===== src/rtl/bsg_link_piso_pkg.sv =====
`default_nettype none
// ============================================================================
// Module  : bsg_link_piso_pkg
// Purpose : Shared definitions for the link PISO stage. Provides the
//           beats-per-word and counter-width derivations and the beat-order
//           enumeration used to pick the output slice / shift direction.
// Revision: 1.0 - initial release
// ============================================================================
package bsg_link_piso_pkg;

    typedef enum logic {
        e_lsb_first = 1'b0,
        e_msb_first = 1'b1
    } beat_order_e;

    // Number of narrow beats carried by one wide word.
    function automatic int els_f(input int width, input int channel_width);
        return width / channel_width;
    endfunction

    // Beat counter width; never below one bit so the counter stays legal.
    function automatic int cnt_width_f(input int els);
        return (els < 2) ? 1 : $clog2(els);
    endfunction

    function automatic beat_order_e beat_order_f(input bit lsb_first);
        return lsb_first ? e_lsb_first : e_msb_first;
    endfunction

endpackage : bsg_link_piso_pkg
`default_nettype wire


===== src/rtl/bsg_link_piso_beat_counter.sv =====
`default_nettype none
// ============================================================================
// Module  : bsg_link_piso_beat_counter
// Purpose : Counts beats already sent for the word held in the PISO stage.
//           Clear has priority over increment; the count only returns to
//           zero through a clear (word load or final beat accepted).
// Ports   : clk       - clock, rising edge
//           rst_n     - asynchronous active-low reset
//           i_clear   - force count to zero
//           i_inc     - advance count by one
//           o_at_last - count equals ELS-1 (final beat of the word)
// Revision: 1.0 - initial release
// ============================================================================
module bsg_link_piso_beat_counter
    import bsg_link_piso_pkg::*;
#(
    parameter int ELS       = 4,
    parameter int CNT_WIDTH = 2
) (
    input  logic clk,
    input  logic rst_n,
    input  logic i_clear,
    input  logic i_inc,
    output logic o_at_last
);

    localparam logic [CNT_WIDTH-1:0] c_LAST = CNT_WIDTH'(ELS - 1);

    logic [CNT_WIDTH-1:0] r_cnt;

    always_ff @(posedge clk or negedge rst_n) begin
        if (!rst_n) begin
            r_cnt <= '0;
        end else if (i_clear) begin
            r_cnt <= '0;
        end else if (i_inc) begin
            r_cnt <= r_cnt + 1'b1;
        end
    end

    assign o_at_last = (r_cnt == c_LAST);

endmodule : bsg_link_piso_beat_counter
`default_nettype wire


===== src/rtl/bsg_link_piso_stage.sv =====
`default_nettype none
// ============================================================================
// Module  : bsg_link_piso_stage
// Purpose : Parallel-in serial-out stage between the two-element FIFO and
//           the link PHY. Dequeues one wide word at a time and emits it as
//           WIDTH_P/CHANNEL_WIDTH_P narrow beats on a ready/valid channel,
//           flagging the final beat. A new word is loaded in the same cycle
//           the final beat is accepted, so beats stream with no bubbles.
// Ports   : clk_i       - clock, rising edge
//           reset_i     - asynchronous active-low reset
//           v_i/data_i  - wide word from the FIFO (valid, data)
//           yumi_o      - dequeue strobe to the FIFO
//           v_o/data_o  - narrow beat valid / data
//           last_o      - current beat is the last of its word
//           ready_and_i - downstream accepts the beat
// Revision: 1.0 - initial release
// ============================================================================
module bsg_link_piso_stage
    import bsg_link_piso_pkg::*;
#(
    parameter int WIDTH_P         = 16,
    parameter int CHANNEL_WIDTH_P = 4,
    parameter bit LSB_FIRST_P     = 1'b1
) (
    input  logic                       clk_i,
    input  logic                       reset_i,
    input  logic                       v_i,
    input  logic [WIDTH_P-1:0]         data_i,
    output logic                       yumi_o,
    output logic                       v_o,
    output logic [CHANNEL_WIDTH_P-1:0] data_o,
    output logic                       last_o,
    input  logic                       ready_and_i
);

    // WIDTH_P must be a multiple of CHANNEL_WIDTH_P with at least two beats.
    localparam int          c_ELS       = els_f(WIDTH_P, CHANNEL_WIDTH_P);
    localparam int          c_CNT_WIDTH = cnt_width_f(c_ELS);
    localparam beat_order_e c_ORDER     = beat_order_f(LSB_FIRST_P);

    logic                 r_full;
    logic [WIDTH_P-1:0]   r_shreg;
    logic [WIDTH_P-1:0]   w_shifted;
    logic                 w_at_last;
    logic                 w_send;
    logic                 w_done;
    logic                 w_yumi;

    // Outputs depend on registers only (yumi_o excepted).
    assign v_o    = r_full;
    assign last_o = r_full & w_at_last;

    assign w_send = r_full & ready_and_i;
    assign w_done = w_send & w_at_last;
    // Gated by reset so the FIFO is never dequeued while the stage is held.
    assign w_yumi = reset_i & v_i & (~r_full | w_done);
    assign yumi_o = w_yumi;

    // The output slice sits at the end the shift moves toward; zero fill.
    generate
        if (c_ORDER == e_lsb_first) begin : g_lsb_first
            assign data_o    = r_shreg[CHANNEL_WIDTH_P-1:0];
            assign w_shifted = r_shreg >> CHANNEL_WIDTH_P;
        end else begin : g_msb_first
            assign data_o    = r_shreg[WIDTH_P-1 -: CHANNEL_WIDTH_P];
            assign w_shifted = r_shreg << CHANNEL_WIDTH_P;
        end
    endgenerate

    always_ff @(posedge clk_i or negedge reset_i) begin
        if (!reset_i) begin
            r_full  <= 1'b0;
            r_shreg <= '0;
        end else if (w_yumi) begin
            r_full  <= 1'b1;
            r_shreg <= data_i;
        end else if (w_done) begin
            r_full  <= 1'b0;
        end else if (w_send) begin
            r_shreg <= w_shifted;
        end
    end

    bsg_link_piso_beat_counter #(
        .ELS       (c_ELS),
        .CNT_WIDTH (c_CNT_WIDTH)
    ) u_beat_counter (
        .clk       (clk_i),
        .rst_n     (reset_i),
        .i_clear   (w_yumi | w_done),
        .i_inc     (w_send),
        .o_at_last (w_at_last)
    );

endmodule : bsg_link_piso_stage
`default_nettype wire


===== config.mk =====
export PLATFORM = sky130hd
export DESIGN_NAME = bsg_link_piso_stage
export DESIGN_NICKNAME = d
export VERILOG_FILES = /design/src/rtl/bsg_link_piso_pkg.sv /design/src/rtl/bsg_link_piso_beat_counter.sv /design/src/rtl/bsg_link_piso_stage.sv
export SDC_FILE = /design/constraint.sdc
export NUM_CORES = 1
export LEC_CHECK = 0
export BUFFER_PORTS_ARGS = -buffer_cell sky130_fd_sc_hd__buf_4
export CAP_MARGIN = 20
export CORE_MARGIN = 10
export CORE_UTILIZATION = 54
export DETAILED_ROUTE_END_ITERATION = 10
export PLACE_DENSITY = 0.82
export SETUP_SLACK_MARGIN = 0.1
export SYNTH_ARGS = -nofsm -noshare
export SYNTH_HDL_FRONTEND = slang
export SYNTH_SLANG_ARGS = --single-unit

===== constraint.sdc =====
create_clock -name clk_i -period 4.5 [get_ports clk_i]
set_clock_uncertainty 0.1 [all_clocks]
set_input_delay 0.45 -clock clk_i [delete_from_list [all_inputs] [get_ports clk_i]]
set_output_delay 0.45 -clock clk_i [all_outputs]
set_load 0.05 [all_outputs]

==> results.md <==
* WS Path Type: primary input to primary output
* Syn Inst Count at 86
* Sw Pwr at 296.4 uW
* Reg clk slew, reported paths at 0.10 ns
* Antenna cells at 0
* Clock Latency Late Sink at 0.29 ns
* Slew Limit Fails at 0
* Die Ht at 62.13 um
* CTS sink cnt at 19
* Total track usage at 10.70%
* Io pins at 27
* LEAKAGE at 0.0004958 uW
* Yosys warnings at 0
* Die area at 0.003860 mm2
* Worst Path Buf+Inv at 3
* WL per Instance at 14.74 um
* Most frequent CP cell: buf_4
* Placed cell area at 0.001110 mm2
* CTS-repair resized insts at 0
* Top_reg_cell synth: dfrtp_1
* Final setup viols at 0
* Internal power at 429.3 uW
* Fmax at 367.3 MHz
* Final hold vios at 0
* Design area at 0.001146 mm2
* Aggregate global routing overflow at 0
* Status: complete, no violations
* Syn Nets at 107
* CTS Buffer Depth at 2
* Top cell type's share of synthesized area at 49.61%
* Final GP Congestion at 0.7943
* Drt drc at 0
* Yosys top cell by area: dfrtp_1
* Net Sw Frac at 40.85%
* Mean Syn Cell Area at 11.14 um2
* Layout net count at 129
* Max Cap Viol at 0
* Worst path slowest cell: dlygate4sd3_1
* Combinational share of power at 48.5%
* Initial DRC count at 25
* Max_slew headroom at 36.55%
* Peak supply drop at 0.0003198 V
* Initial Util at 56.12%
* Routed Antenna Nets at 0
* DR vias at 718
* DP Worst Slack at 2.205 ns
* Req. time, crit path at 3.95 ns
* Fin crit share at 60.50%
* RSZ-0062 raised after global routing: no
* CP Data Arrival Time at 2.17 ns
* Routed WL at 1.946 mm
* Startpoint types: primary input
* FP Rows at 15
* Initial antenna violation count at 0
* Synth-to-Final Area Change at 19.58%
* Power share of the sequential group at 39.9%
* Clock root cell: clkbuf_4
* Asr flop ratio synth at 100.0%
* Layout fillers at 138
* Initial DRT Pass Iterations at 4
* Total clock buffers created by CTS at 3
* Sum Neg Setup Slack at 0 ns
* Final Critical Period at 2.723 ns
* Share of layout cells above drive strength 1 at 30.84%
* Final Worst Setup Slack at 1.777 ns
* Vias in the first global route at 728
* Seq/Total Area, Yosys at 49.61%
* First-pass GRT wire length at 3.477 mm
* Clock Power Share at 11.6%
* Top cells by area, synth: dfrtp_1 50%, o32a_1 13%, o21a_1 9.4%, buf_4 3.9%, nand2_1 3.9%
* Hold Path Class: primary input to register
* Crit path cell chain: dlygate4sd3_1 > buf_4 > nand2_1 > nor2_2 > buf_4
* CP endpoint kind: primary output
* CP max stage delay at 0.53 ns
* CP max FO at 21
* Synthesized area at 958.4 um2
* TritonCTS clock tree: done
* Post-synth EDFFs at 0
* Cell family with most CP delay: buffers and inverters
* Pwr dens at 633.2 mW/mm2
* Die X-Extent at 62.13 um
* Yosys reg bits at 19
* CTS H-tree lvls at 1
* I/O Buffers at 26
* Hpwl dp at 1.439 mm
* Pin count of the biggest net entering global routing at 22
* Core Region at 0.001708 mm2
* Worst Tran Pin Value at 0.9517 ns
* Netlist cell types at 22
* Via density at 5.439
==> kinds of logic (layout without fill, tap and decap cells) <==
family | after synthesis | after routing | synth area share, %
compound gates | 34 | 34 | 29.24
simple gates | 22 | 22 | 12.01
flops | 19 | 19 | 49.61
buf+inv | 10 | 31 | 7.833
fa+ha+maj | 1 | 1 | 1.305
==> stage by stage <==
step | util [%] | cells | total power, uW | hold slack (ns)
after global placement | 64.98 | 127 | 638.6 | 0.2392
after CTS | 67.11 | 132 | 733.3 | 0.2723
after floorplan | - | 86 | 598.6 | 0.05441
final | 67.11 | 132 | 725.7 | 0.2797
after global routing | 67.11 | 132 | 783.7 | 0.3000
after detailed placement | 64.98 | 127 | 647.6 | 0.2437
==> worst paths after layout <==
check	startpoint	endpoint	slack, ns	cells after the start
hold reg to reg	r_shreg[0]	r_shreg[0]	0.40	1
setup reg to reg	u_beat_counter.r_cnt[0]	r_shreg[4]	2.46	4
hold / removal	data_i[15]	r_shreg[15]	0.28	3
setup / recovery	reset_i	yumi_o	1.78	5
min in group asynchronous	reset_i	v_o	0.46	2
max in group asynchronous	reset_i	r_shreg[5]	3.64	2
==> routing by layer <==
| layer | routed length (um) | global-route usage (%) | up-vias |
|---|---|---|---|
| met4 | 34 | 5.143 | 0 |
| met3 | 132 | 3.763 | 5 |
| met5 | 0 | 0 | - |
| met1 | 905 | 13.58 | 333 |
| met2 | 873 | 15.64 | 18 |
| li1 | - | - | 362 |
==> state kept, by name, indices dropped and copies added, names as in the netlist <==
register / count
r_shreg: 16
u_beat_counter.r_cnt: 2
v_o: 1
==> what timing repair did <==
item                                   4_1_cts  5_1_grt
hold buffers                                 1        0
setup buffers                                0        0
endpoints found under the hold margin       19        0
==> power groups by stage <==
stage | Sequential [uW] | Clock, uW | Combinational (uW)
finish | 290 | 84.5 | 352
CTS | 289 | 88.4 | 356
detailed placement | 293 | 0 | 355
global route | 302 | 94.1 | 388
global placement | 291 | 0 | 348
floorplan | 288 | 0 | 310
==> placed cells by master (no fill, tap or decap), drive strengths merged <==
cell,synthesis,layout
a21bo,1,1
a21boi,1,1
a21oi,1,1
and2,2,2
and2b,1,1
buf,9,26
clkbuf,1,4
dfrtp,19,19
dlygate4sd3,0,1
ha,1,1
nand2,10,10
nand2b,1,1
nand3,4,4
nand3b,1,1
nor2,1,1
nor2b,1,1
nor3b,1,1
o21a,12,12
o21ai,6,6
o22ai,1,1
o32a,12,12
==> synthesized netlist by cell type (2+ instances only) <==
library cell,count
o21a_1,12
o32a_1,12
buf_2,2
nand2_1,10
o21ai_0,6
and2_1,2
nand3_1,4
dfrtp_1,19
buf_6,2
buf_4,5
==> worst reg2reg max path, stage by stage, from the launching register on <==
cell and delay (ns):
dfrtp_1 0.43, ha_1 0.30, nand2b_1 0.19, a21oi_1 0.77, o21a_1 0.19
==> layout make-up <==
| class | count | area, um2 | share of cell area (%) |
|---|---|---|---|
| Timing Repair Buffer | 27 | 205.2 | 17.90 |
| Multi-Input combinational cell | 57 | 407.9 | 35.59 |
| Sequential cell | 19 | 475.5 | 41.48 |
| Tap cell | 25 | 31.28 | 2.729 |
| Clock buffer | 4 | 26.28 | 2.293 |
Note: power is estimated with default switching activity, not from simulation.
